==> src/rtl/mult_reservation_station.sv <==
// Reservation station feeding the multiplier: buffers MUL ops, snoops the CDB for operand
// wakeup and issues the oldest ready op as a one-cycle pulse whenever the multiplier is idle.
module mult_reservation_station #(
   parameter int DEPTH     = 4,
   parameter int XLEN      = 32,
   parameter int ROB_IDX_W = 3
) (
   input  logic                       clk_in,
   input  logic                       rst_in,
   input  logic                       flush_in,
   input  logic                       dispatch_valid_in,
   output logic                       dispatch_ready_out,
   input  logic [ROB_IDX_W-1:0]       rob_idx_in,
   input  logic                       src1_rdy_in,
   input  logic [XLEN-1:0]            src1_val_in,
   input  logic [ROB_IDX_W-1:0]       src1_tag_in,
   input  logic                       src2_rdy_in,
   input  logic [XLEN-1:0]            src2_val_in,
   input  logic [ROB_IDX_W-1:0]       src2_tag_in,
   input  logic                       cdb_valid_in,
   input  logic [ROB_IDX_W-1:0]       cdb_rob_idx_in,
   input  logic [XLEN-1:0]            cdb_data_in,
   input  logic                       mult_ready_in,
   output logic                       issue_valid_out,
   output logic [XLEN-1:0]            rval1_out,
   output logic [XLEN-1:0]            rval2_out,
   output logic [ROB_IDX_W-1:0]       rob_idx_out,
   output logic [$clog2(DEPTH):0]     count_out
);
   localparam int IW = $clog2(DEPTH);
   localparam int CW = IW + 1;

   logic [DEPTH-1:0]     busy, rdy1, rdy2;
   logic [XLEN-1:0]      val1 [DEPTH];
   logic [XLEN-1:0]      val2 [DEPTH];
   logic [ROB_IDX_W-1:0] tag1 [DEPTH];
   logic [ROB_IDX_W-1:0] tag2 [DEPTH];
   logic [ROB_IDX_W-1:0] rob  [DEPTH];
   // Age matrix: older[i][j] set when entry i was dispatched before entry j.
   logic [DEPTH-1:0]     older [DEPTH];
   logic [CW-1:0]        count;

   logic [DEPTH-1:0]     eligible, oldest;
   logic [IW-1:0]        sel_idx, free_idx;
   logic                 accept, issue;
   logic                 d_rdy1, d_rdy2;
   logic [XLEN-1:0]      d_val1, d_val2;

   assign eligible = busy & rdy1 & rdy2;

   always_comb begin
      oldest = '0;
      for (int i = 0; i < DEPTH; i++) begin
         oldest[i] = eligible[i];
         for (int j = 0; j < DEPTH; j++) begin
            if (eligible[j] && older[j][i]) oldest[i] = 1'b0;
         end
      end
   end

   always_comb begin
      sel_idx  = '0;
      free_idx = '0;
      for (int i = 0; i < DEPTH; i++) begin
         if (oldest[i]) sel_idx = IW'(i);
      end
      for (int i = DEPTH - 1; i >= 0; i--) begin
         if (!busy[i]) free_idx = IW'(i);
      end
   end

   assign dispatch_ready_out = rst_in && (count < CW'(DEPTH));
   assign accept             = dispatch_valid_in && dispatch_ready_out && !flush_in;
   assign issue              = rst_in && !flush_in && mult_ready_in && (|eligible);

   // A tag broadcast in the dispatch cycle must be captured or the wakeup is lost.
   assign d_rdy1 = src1_rdy_in || (cdb_valid_in && (cdb_rob_idx_in == src1_tag_in));
   assign d_rdy2 = src2_rdy_in || (cdb_valid_in && (cdb_rob_idx_in == src2_tag_in));
   assign d_val1 = src1_rdy_in ? src1_val_in : cdb_data_in;
   assign d_val2 = src2_rdy_in ? src2_val_in : cdb_data_in;

   assign issue_valid_out = issue;
   assign rval1_out       = issue ? val1[sel_idx] : '0;
   assign rval2_out       = issue ? val2[sel_idx] : '0;
   assign rob_idx_out     = issue ? rob[sel_idx]  : '0;
   assign count_out       = count;

   always_ff @(posedge clk_in) begin
      if (!rst_in || flush_in) begin
         busy  <= '0;
         count <= '0;
         for (int i = 0; i < DEPTH; i++) older[i] <= '0;
      end else begin
         for (int i = 0; i < DEPTH; i++) begin
            if (busy[i] && cdb_valid_in) begin
               if (!rdy1[i] && (tag1[i] == cdb_rob_idx_in)) begin
                  rdy1[i] <= 1'b1;
                  val1[i] <= cdb_data_in;
               end
               if (!rdy2[i] && (tag2[i] == cdb_rob_idx_in)) begin
                  rdy2[i] <= 1'b1;
                  val2[i] <= cdb_data_in;
               end
            end
         end
         if (issue) busy[sel_idx] <= 1'b0;
         if (accept) begin
            busy[free_idx] <= 1'b1;
            rdy1[free_idx] <= d_rdy1;
            rdy2[free_idx] <= d_rdy2;
            val1[free_idx] <= d_val1;
            val2[free_idx] <= d_val2;
            tag1[free_idx] <= src1_tag_in;
            tag2[free_idx] <= src2_tag_in;
            rob[free_idx]  <= rob_idx_in;
            older[free_idx] <= '0;
            for (int j = 0; j < DEPTH; j++) begin
               if (j != int'(free_idx)) older[j][free_idx] <= busy[j];
            end
         end
         count <= count + CW'(accept) - CW'(issue);
      end
   end
endmodule

==> config.mk <==
export PLATFORM = sky130hd
export DESIGN_NAME = mult_reservation_station
export DESIGN_NICKNAME = d
export VERILOG_FILES = /design/src/rtl/mult_reservation_station.sv
export SDC_FILE = /design/constraint.sdc
export NUM_CORES = 1
export LEC_CHECK = 0
export BUFFER_PORTS_ARGS = -buffer_cell sky130_fd_sc_hd__buf_2
export CORE_ASPECT_RATIO = 1.1
export CORE_MARGIN = 1
export CORE_UTILIZATION = 53
export CTS_CLUSTER_DIAMETER = 150
export CTS_CLUSTER_SIZE = 14
export DETAILED_ROUTE_END_ITERATION = 6
export GPL_ROUTABILITY_DRIVEN = 0
export PLACE_DENSITY = 0.76
export SLEW_MARGIN = 5
export SYNTH_ARGS = -nofsm -noshare
export SYNTH_HDL_FRONTEND = slang
export SYNTH_SLANG_ARGS = --single-unit
==> constraint.sdc <==
create_clock -name clk_in -period 4.3 [get_ports clk_in]
set_input_delay 0.645 -clock clk_in [delete_from_list [all_inputs] [get_ports clk_in]]
set_output_delay 0.645 -clock clk_in [all_outputs]
set_load 0.01 [all_outputs]
==> impl_metrics.json <==
{
  "required_ns": 3.65,
  "synth_ff_type": "edfxtp_1",
  "power_density_nw_per_um2": 330,
  "io_pins": 188,
  "clkTransAtPathRegs_ns": 0.07,
  "finish.utilization_pct": 61.4,
  "fin_area_um2": 18400,
  "setup-tns-final_ns": 0,
  "dieArea_um2": 31400,
  "cts_root_buf": "clkbuf_16",
  "drt-wirelength-per-cell_um": 24.3,
  "synthToLayoutAreaGrowth_pct": 12.8,
  "fmax_ghz": 0.249,
  "synth-warning-count": 0,
  "place_inst": 1650,
  "cts.path.max_buffers": 3,
  "ant_nets": 0,
  "cp_common_cell": "nand4_1",
  "port_buffers": 187,
  "synth_edf_count": 300,
  "maxCapViolCount": 0,
  "setup_viol": 0,
  "fin_cells": 1701,
  "fin_nets": 1389,
  "clock-sinks": 319,
  "syn_area_um2": 16300,
  "crit_slowest_cell": "a2111oi_0",
  "worstPathArrival_ns": 3.38,
  "syn_area_per_cell_um2": 14.8,
  "cp-start-kind": "flip-flop",
  "dp_hpwl_mm": 25.4,
  "layout_commonest_cell": "edfxtp_1",
  "core_um2": 29900,
  "grtUsageTotal_pct": 26.5,
  "critPathMaxStageDelay_ns": 0.79,
  "drtIter0Drc": 784,
  "postCtsSetupBuffers": 0,
  "min_path_type": "input port to flip-flop",
  "drc": 0,
  "ys_seq_elements": 319,
  "post-route-period-util_pct": 93.6,
  "post_dp_cell_area_um2": 17600,
  "path_cells": "nand4_1 > nand4_1 > buf_4 > nor2_1 > a2111oi_0 > buf_2",
  "end_kind": "primary output",
  "clk_latency_ns": 0.54,
  "synthDistinctLibCells": 54,
  "worst_pin_slew_ns": 1.14,
  "fin_crit_ns": 4.02,
  "die_w_um": 169,
  "dr.pass1.iters": 5,
  "start_util_pct": 54.5,
  "outcome": "completed",
  "numCtsBuffers": 26,
  "num-fill-cells": 2330,
  "grt_pass1_vias": 10400,
  "vias": 10300,
  "hold_buffers": 0,
  "p_leak_nw": 7.10,
  "maxSlewHeadroom_pct": 24.2,
  "slew_viol_final": 0,
  "clock_skew_ns": 0.0124,
  "die_y_um": 186,
  "crit_fanout": 68,
  "crit_type": "flip-flop to primary output",
  "drive_gt1_share_pct": 43.8,
  "grt_max_degree": 71,
  "async_flop_share_pct": 0,
  "routed_wl_mm": 41.3,
  "htree_levels": 1,
  "gr-total-overflow": 0,
  "grt_pass1_wl_mm": 62.5,
  "ir_worst_vdd_v": 0.000260,
  "grt_antenna_before_repair": 6,
  "cts_tree": "yes",
  "rsz0062_at_grt": "no",
  "row_count": 66,
  "via_per_inst": 6.06,
  "seq_area_frac_synth_pct": 57.6,
  "layout_common_cells": "edfxtp_1, buf_2, mux2_2, nor2_1, nor3_1",
  "synth_cells": 1102,
  "hold_viol_final": 0,
  "synth_nets": 1221
}
[registers in the layout, summed over array words and instances, names as in the netlist]
name	cells
rdy2	4
tag2	12
val1	128
count_out	3
busy	4
val2	128
rob	12
rdy1	4
older	12
tag1	12
[per-layer routing]
metal	wire length [um]	share of wire, %	up-vias	GRT usage [%]
li1	-	-	4633	-
met1	16600	40	5173	34.7
met2	20800	50	427	45.5
met3	2880	7.0	61	4.21
met4	919	2.2	6	7.89
met5	39	0.094	-	0
[power breakdown]
part / internal, mW / switching (mW) / total (mW)
sequential: 3.43 / 0.0147 / 3.45
clock: 1.17 / 1.06 / 2.23
combinational: 0.191 / 0.190 / 0.381
[cell type report]
type / count / area, um^2 / share of cell area (%)
Antenna cell: 3 / 7.51 / 0.0409
Clock inverter: 1 / 5.00 / 0.0272
Timing Repair Buffer: 225 / 1280 / 6.99
Clock buffer: 47 / 751 / 4.09
Tap cell: 408 / 510 / 2.78
Inverter: 11 / 46.3 / 0.252
Sequential cell: 319 / 9390 / 51.1
Multi-Input combinational cell: 687 / 6380 / 34.7
[what timing repair did]
action                                  CTS  global route
gates resized for setup                   0             1
endpoints found under the hold margin     0             0
endpoints found under the setup margin    0             1
[synth_stat cells (all sizes together), types with 7 or more instances]
library cell | instances | area share, %
a2111oi | 67 | 4.8
a21oi | 16 | 0.49
and2 | 7 | 0.27
buf | 53 | 2.6
clkbuf | 32 | 0.75
dfxtp | 19 | 2.3
edfxtp | 300 | 55
inv | 11 | 0.28
mux2 | 256 | 19
mux2i | 67 | 4.1
nand2 | 27 | 0.81
nand3 | 7 | 0.25
nand4 | 11 | 0.46
nor2 | 76 | 1.8
nor3 | 73 | 2.2
nor4 | 7 | 0.27
xnor2 | 8 | 0.43
xor2 | 24 | 1.3
[worst paths after layout]
check             slack [ns]  cells after the start            end           from
setup / recovery        0.28                      6  rval2_out[31]        busy[2]
hold / removal          0.33                      1      rob[0][2]  rob_idx_in[2]
setup reg to reg        1.28                      4    val2[3][15]        busy[3]
hold reg to reg         0.46                      2    older[2][3]    older[2][3]
[metrics by stage]
stage | setup WS, ns | power, mW | hold slack (ns)
final | 0.276 | 6.06 | 0.332
after global routing | 0.0372 | 6.21 | 0.325
after CTS | 0.294 | 6.09 | 0.313
after detailed placement | 0.874 | 3.89 | 0.452
after global placement | 0.917 | 3.88 | 0.447
after floorplan | 0.665 | 3.72 | 0.436
[critical path: cells and delay by family, from the launching register on]
| family | cells | cell delay, ns |
|---|---|---|
| buf+inv | 2 | 1.03 |
| compound gates | 1 | 0.79 |
| simple gates | 3 | 0.43 |
| flops | 1 | 0.57 |
[logic make-up (layout without fill, tap and decap cells)]
group | count (synthesis) | in the layout | share of synthesized area (%)
AOI/OAI and AO/OA | 103 | 103 | 6.15
xor gates and xnor gates | 32 | 32 | 1.72
adders and majority gates | 3 | 3 | 0.277
buffers and inverters | 96 | 284 | 3.66
DFF | 319 | 319 | 57.6
muxes | 323 | 323 | 23.5
other | 0 | 3 | 0
and+or+nand+nor | 226 | 226 | 7.10
No activity file was read; power rests on OpenSTA's default activity.
